==> src/rtl/ring_pkg.sv <==
// Shared types and helpers for the ring counter family: FSM states, index width, rotation.
package ring_pkg;
  typedef enum logic [1:0] {HUNT, TRACK, LOCKED} ring_state_e;

  localparam int RING_W_DEF = 4;
  localparam int ROT_MAX_W  = 64;

  function automatic int idx_w(input int w);
    return (w < 2) ? 1 : $clog2(w);
  endfunction

  // Rotate the low w bits of v left by one; bits at and above w come back as zero.
  function automatic logic [ROT_MAX_W-1:0] rotl(input logic [ROT_MAX_W-1:0] v, input int w);
    logic [ROT_MAX_W-1:0] r;
    r = '0;
    for (int i = 0; i < ROT_MAX_W; i++)
      if (i < w) r[(i + 1) % w] = v[i];
    return r;
  endfunction
endpackage

==> src/rtl/onehot_to_bin.sv <==
// Combinational one-hot to binary encoder. The bin output is only meaningful when is_onehot is set.
module onehot_to_bin
  import ring_pkg::*;
#(
  parameter int WIDTH = RING_W_DEF
) (
  input  logic [WIDTH-1:0]        onehot,
  output logic [idx_w(WIDTH)-1:0] bin,
  output logic                    is_onehot
);
  localparam int IW = idx_w(WIDTH);

  logic seen, multi;

  always_comb begin
    bin   = '0;
    seen  = 1'b0;
    multi = 1'b0;
    for (int i = 0; i < WIDTH; i++) begin
      if (onehot[i]) begin
        multi = multi | seen;
        seen  = 1'b1;
        bin   = bin | IW'(i);
      end
    end
    is_onehot = seen & ~multi;
  end
endmodule

==> src/rtl/ring_decoder.sv <==
// Ring bus monitor: encodes the phase, checks rotate-left succession,
// locks after LOCK_COUNT good advances, then counts laps and errors.
module ring_decoder
  import ring_pkg::*;
#(
  parameter int WIDTH      = RING_W_DEF,
  parameter int LOCK_COUNT = 4,
  parameter int CNT_W      = 8
) (
  input  logic                    clk,
  input  logic                    reset,
  input  logic                    en,
  input  logic [WIDTH-1:0]        ring_in,
  output logic [idx_w(WIDTH)-1:0] index,
  output logic                    valid,
  output logic                    locked,
  output logic                    err,
  output logic [CNT_W-1:0]        lap_count,
  output logic [CNT_W-1:0]        err_count
);
  localparam int IW = idx_w(WIDTH);
  localparam int RW = $clog2(LOCK_COUNT + 1);

  ring_state_e     state_q, state_d;
  logic [WIDTH-1:0] prev_q, prev_d;
  logic [RW-1:0]   run_q, run_d, run_inc;
  logic [IW-1:0]   index_q, index_d, enc_idx;
  logic            valid_q, valid_d;
  logic            locked_q, locked_d;
  logic            err_q, err_d;
  logic [CNT_W-1:0] lap_q, lap_d;
  logic [CNT_W-1:0] errc_q, errc_d;
  logic            is_oh, succ;
  logic [WIDTH-1:0] next_pat;

  onehot_to_bin #(.WIDTH(WIDTH)) u_enc (
    .onehot    (ring_in),
    .bin       (enc_idx),
    .is_onehot (is_oh)
  );

  assign next_pat = WIDTH'(rotl(ROT_MAX_W'(prev_q), WIDTH));
  assign succ     = is_oh && (ring_in == next_pat);
  assign run_inc  = run_q + RW'(1);

  always_comb begin
    state_d = state_q;
    prev_d  = prev_q;
    run_d   = run_q;
    index_d = index_q;
    valid_d = valid_q;
    err_d   = 1'b0;
    lap_d   = lap_q;
    errc_d  = errc_q;
    if (en) begin
      valid_d = is_oh;
      if (is_oh) begin
        index_d = enc_idx;
        prev_d  = ring_in;
      end
      unique case (state_q)
        HUNT: begin
          if (is_oh) begin
            state_d = TRACK;
            run_d   = '0;
          end
        end
        TRACK: begin
          if (!is_oh) begin
            err_d   = 1'b1;
            state_d = HUNT;
          end else if (succ) begin
            run_d = run_inc;
            if (run_inc == RW'(LOCK_COUNT)) state_d = LOCKED;
          end else begin
            err_d = 1'b1;
            run_d = '0;
          end
        end
        LOCKED: begin
          if (!is_oh) begin
            err_d   = 1'b1;
            state_d = HUNT;
          end else if (!succ) begin
            err_d   = 1'b1;
            state_d = TRACK;
            run_d   = '0;
          end else if (prev_q[WIDTH-1]) begin
            lap_d = lap_q + CNT_W'(1);
          end
        end
        default: state_d = HUNT;
      endcase
      if (err_d && (errc_q != '1)) errc_d = errc_q + CNT_W'(1);
    end
    locked_d = (state_d == LOCKED);
  end

  always_ff @(posedge clk) begin
    if (!reset) begin
      state_q  <= HUNT;
      prev_q   <= '0;
      run_q    <= '0;
      index_q  <= '0;
      valid_q  <= 1'b0;
      locked_q <= 1'b0;
      err_q    <= 1'b0;
      lap_q    <= '0;
      errc_q   <= '0;
    end else begin
      state_q  <= state_d;
      prev_q   <= prev_d;
      run_q    <= run_d;
      index_q  <= index_d;
      valid_q  <= valid_d;
      locked_q <= locked_d;
      err_q    <= err_d;
      lap_q    <= lap_d;
      errc_q   <= errc_d;
    end
  end

  assign index     = index_q;
  assign valid     = valid_q;
  assign locked    = locked_q;
  assign err       = err_q;
  assign lap_count = lap_q;
  assign err_count = errc_q;
endmodule

==> config.mk <==
export PLATFORM = sky130hd
export DESIGN_NAME = ring_decoder
export DESIGN_NICKNAME = d
export VERILOG_FILES = /design/src/rtl/ring_pkg.sv /design/src/rtl/onehot_to_bin.sv /design/src/rtl/ring_decoder.sv
export SDC_FILE = /design/constraint.sdc
export NUM_CORES = 1
export LEC_CHECK = 0
export ABC_AREA = 1
export CAP_MARGIN = 20
export CORE_ASPECT_RATIO = 0.9
export CORE_MARGIN = 4
export CORE_UTILIZATION = 44
export DETAILED_ROUTE_END_ITERATION = 12
export PLACE_DENSITY = 0.65
export RECOVER_POWER = 50
export SYNTH_ARGS = -nofsm -noshare
export SYNTH_HDL_FRONTEND = slang
export SYNTH_SLANG_ARGS = --single-unit
==> constraint.sdc <==
create_clock -name clk -period 1.9 [get_ports clk]
set_input_delay 0.38 -clock clk [delete_from_list [all_inputs] [get_ports clk]]
set_output_delay 0.38 -clock clk [all_outputs]
set_load 0.01 [all_outputs]
==> results_dict.tcl <==
set metrics [dict create \
    drv_cap 0 \
    synth_largest_area_cell "dfxtp_1" \
    hpwl_mm 2.56 \
    num_vias 1570 \
    grt_pass1_wl_mm 6.26 \
    hold_viol_final 0 \
    end_kind "output pin" \
    p_comb_frac 0.133 \
    ys_ff_latch 30 \
    timing.fmax_ghz 0.575 \
    clk_path_buf_depth 2 \
    cts_tree "done" \
    powerDensity_mw_per_mm2 608 \
    portBuffers 27 \
    setup_violations 0 \
    yosysTopAreaCellShare 0.358 \
    viasPerCell 4.89 \
    dr.first_iter.drc_count 98 \
    die_h_um 66.5 \
    rsz0062_at_grt "false" \
    cts_setup_buffers 0 \
    nets 293 \
    wl_per_cell_um 10.9 \
    antenna_left 0 \
    area_growth_pct 28.7 \
    grt_max_degree 16 \
    worst_path_largest_cell_delay_ps 640 \
    seqPwrFrac 0.506 \
    cp_top_family "buffers and inverters" \
    dr.pass1.iters 4 \
    critical_path_arrival_ps 1360 \
    netlist_area_mm2 0.00168 \
    hold_slack_ps 457 \
    cp_max_fo 6 \
    ys_seq_area_frac 0.358 \
    grt_pass1_vias 1458 \
    slew_headroom 0.788 \
    syn-num-nets 251 \
    clk_root_buffer_cell "clkbuf_8" \
    syn_area_per_cell_um2 7.13 \
    mostFrequentLayoutCells "64 x nand2_1, 30 x dfxtp_1, 28 x inv_1, 27 x a21oi_1, 21 x dlygate4sd3_1" \
    fin_util 0.611 \
    wl_mm 3.50 \
    yosysUniqueCellTypes 28 \
    tightest_slew_ps 316 \
    worstPathCellList "dlygate4sd3_1" \
    leakage_nw 0.981 \
    cp.required_ps 1520 \
    numCtsBuffers 5 \
    power_switching_mw 0.337 \
    p_int_mw 0.974 \
    worst_path_max_delay_cell "dlygate4sd3_1" \
    final_common_cell "nand2_1" \
    routabilityCongestion 0.920 \
    worst-path-buf-inv 1 \
    cts_sinks 30 \
    rows 20 \
    coreArea_mm2 0.00353 \
    multiInputGateArea_um2 941 \
    ys_warn_count 0 \
    htreeDepth 2 \
    skew_ps 4.12 \
    grt_antenna_before_repair 0 \
    diodes 0 \
    clock_latency_ps 280 \
    status "completed" \
    crit_type "flip-flop to output pin" \
    hold_path.class "flip-flop to flip-flop" \
    p_sw_frac 0.257 \
    die_width_um 73.0 \
    io_pins 28 \
    grt-ovfl-total 0 \
    start_kind "flip-flop" \
    clock_power_share 0.361 \
    regArea_um2 601 \
    num-fill-cells 331 \
    drive_gt1_frac 0.123 \
    vdd_ir_drop_max_mv 0.349 \
    drc 0 \
    fin_crit_sh 0.915 \
    slew_violations 0 \
    holdBufCountCts 0 \
    clk_pin_slew_ps 60 \
    synthTopCellsByArea "dfxtp_1 36%, nand2_1 14%, a21oi_1 8.1%" \
    grt_usage 0.165 \
    synthCells 235 \
    dieArea_mm2 0.00486 \
    fin_crit_ps 1740 \
    initial_core_util 0.475 \
]
[power by group through the flow]
stage	Clock, mW	Combinational [mW]	Sequential (mW)
floorplan	0	0.104	0.678
global placement	0	0.174	0.678
detailed placement	0	0.174	0.678
CTS	0.487	0.175	0.664
global route	0.514	0.199	0.666
finish	0.473	0.175	0.664
[sequential cells by signal, indices dropped and copies added (netlist names)]
register	flops
run_q	3
state_q	2
prev_q	4
index	2
err_count	8
err	1
valid	1
locked	1
lap_count	8
[synthesized netlist by cell type, drive strengths merged]
cell	n
a21oi	27
a31oi	1
buf	2
clkbuf	1
clkinv	2
dfxtp	30
ha	9
inv	32
nand2	68
nand3	12
nand3b	1
nand4	7
nor2	12
nor3	7
nor3b	1
nor4	2
o21ai	11
or2	1
xnor2	5
xor2	4
[path summary, 6_finish.rpt]
path,from,endpoint,slack (ps),cells past startpoint
worst max-delay path,err_count[2],err_count[2],160,1
worst min-delay path,run_q[2],run_q[2],460,2
worst max register to register,state_q[0],run_q[1],270,8
worst min register to register,run_q[2],run_q[2],460,2
[final cells by class]
| type | instances | area share |
|---|---|---|
| clock buffer | 7 | 0.0354 |
| inverter | 34 | 0.0592 |
| multi-input combinational | 168 | 0.436 |
| sequential | 30 | 0.279 |
| tap | 44 | 0.0255 |
| timing repair buffer | 38 | 0.165 |
[timing repair]
item | in CTS | in global routing
endpoints found under the setup margin | 0 | 4
resized for setup | 0 | 4
endpoints found under the hold margin | 0 | 0
[cells by family after synthesis]
kind of cell | share of synthesized area
xor gates and xnor gates | 0.0470
AOI/OAI and AO/OA | 0.117
buffers and inverters | 0.0859
adders and majority gates | 0.0672
and+or+nand+nor | 0.324
DFF | 0.358
[per-stage QoR]
step | power, mW | cell area, um2 | TNS, ps | cells | setup slack, ps
6_report | 1.31 | 2160 | 0 | 321 | 162
3_3_place_gp | 0.852 | 2070 | -1660 | 314 | -114
3_5_place_dp | 0.852 | 2070 | -1930 | 314 | -134
4_1_cts | 1.33 | 2140 | 0 | 321 | 164
5_1_grt | 1.38 | 2160 | 0 | 321 | 6.17
2_1_floorplan | 0.783 | 1680 | 0 | 235 | 408
[layer usage]
layer,vias to the layer above,GRT usage,wire length (um)
met1,696,0.226,1870
li1,842,-,-
met3,7,0.0422,121
met4,0,0.0737,61
met2,25,0.241,1450
met5,-,0,0
No activity file was read; power rests on OpenSTA's default activity.
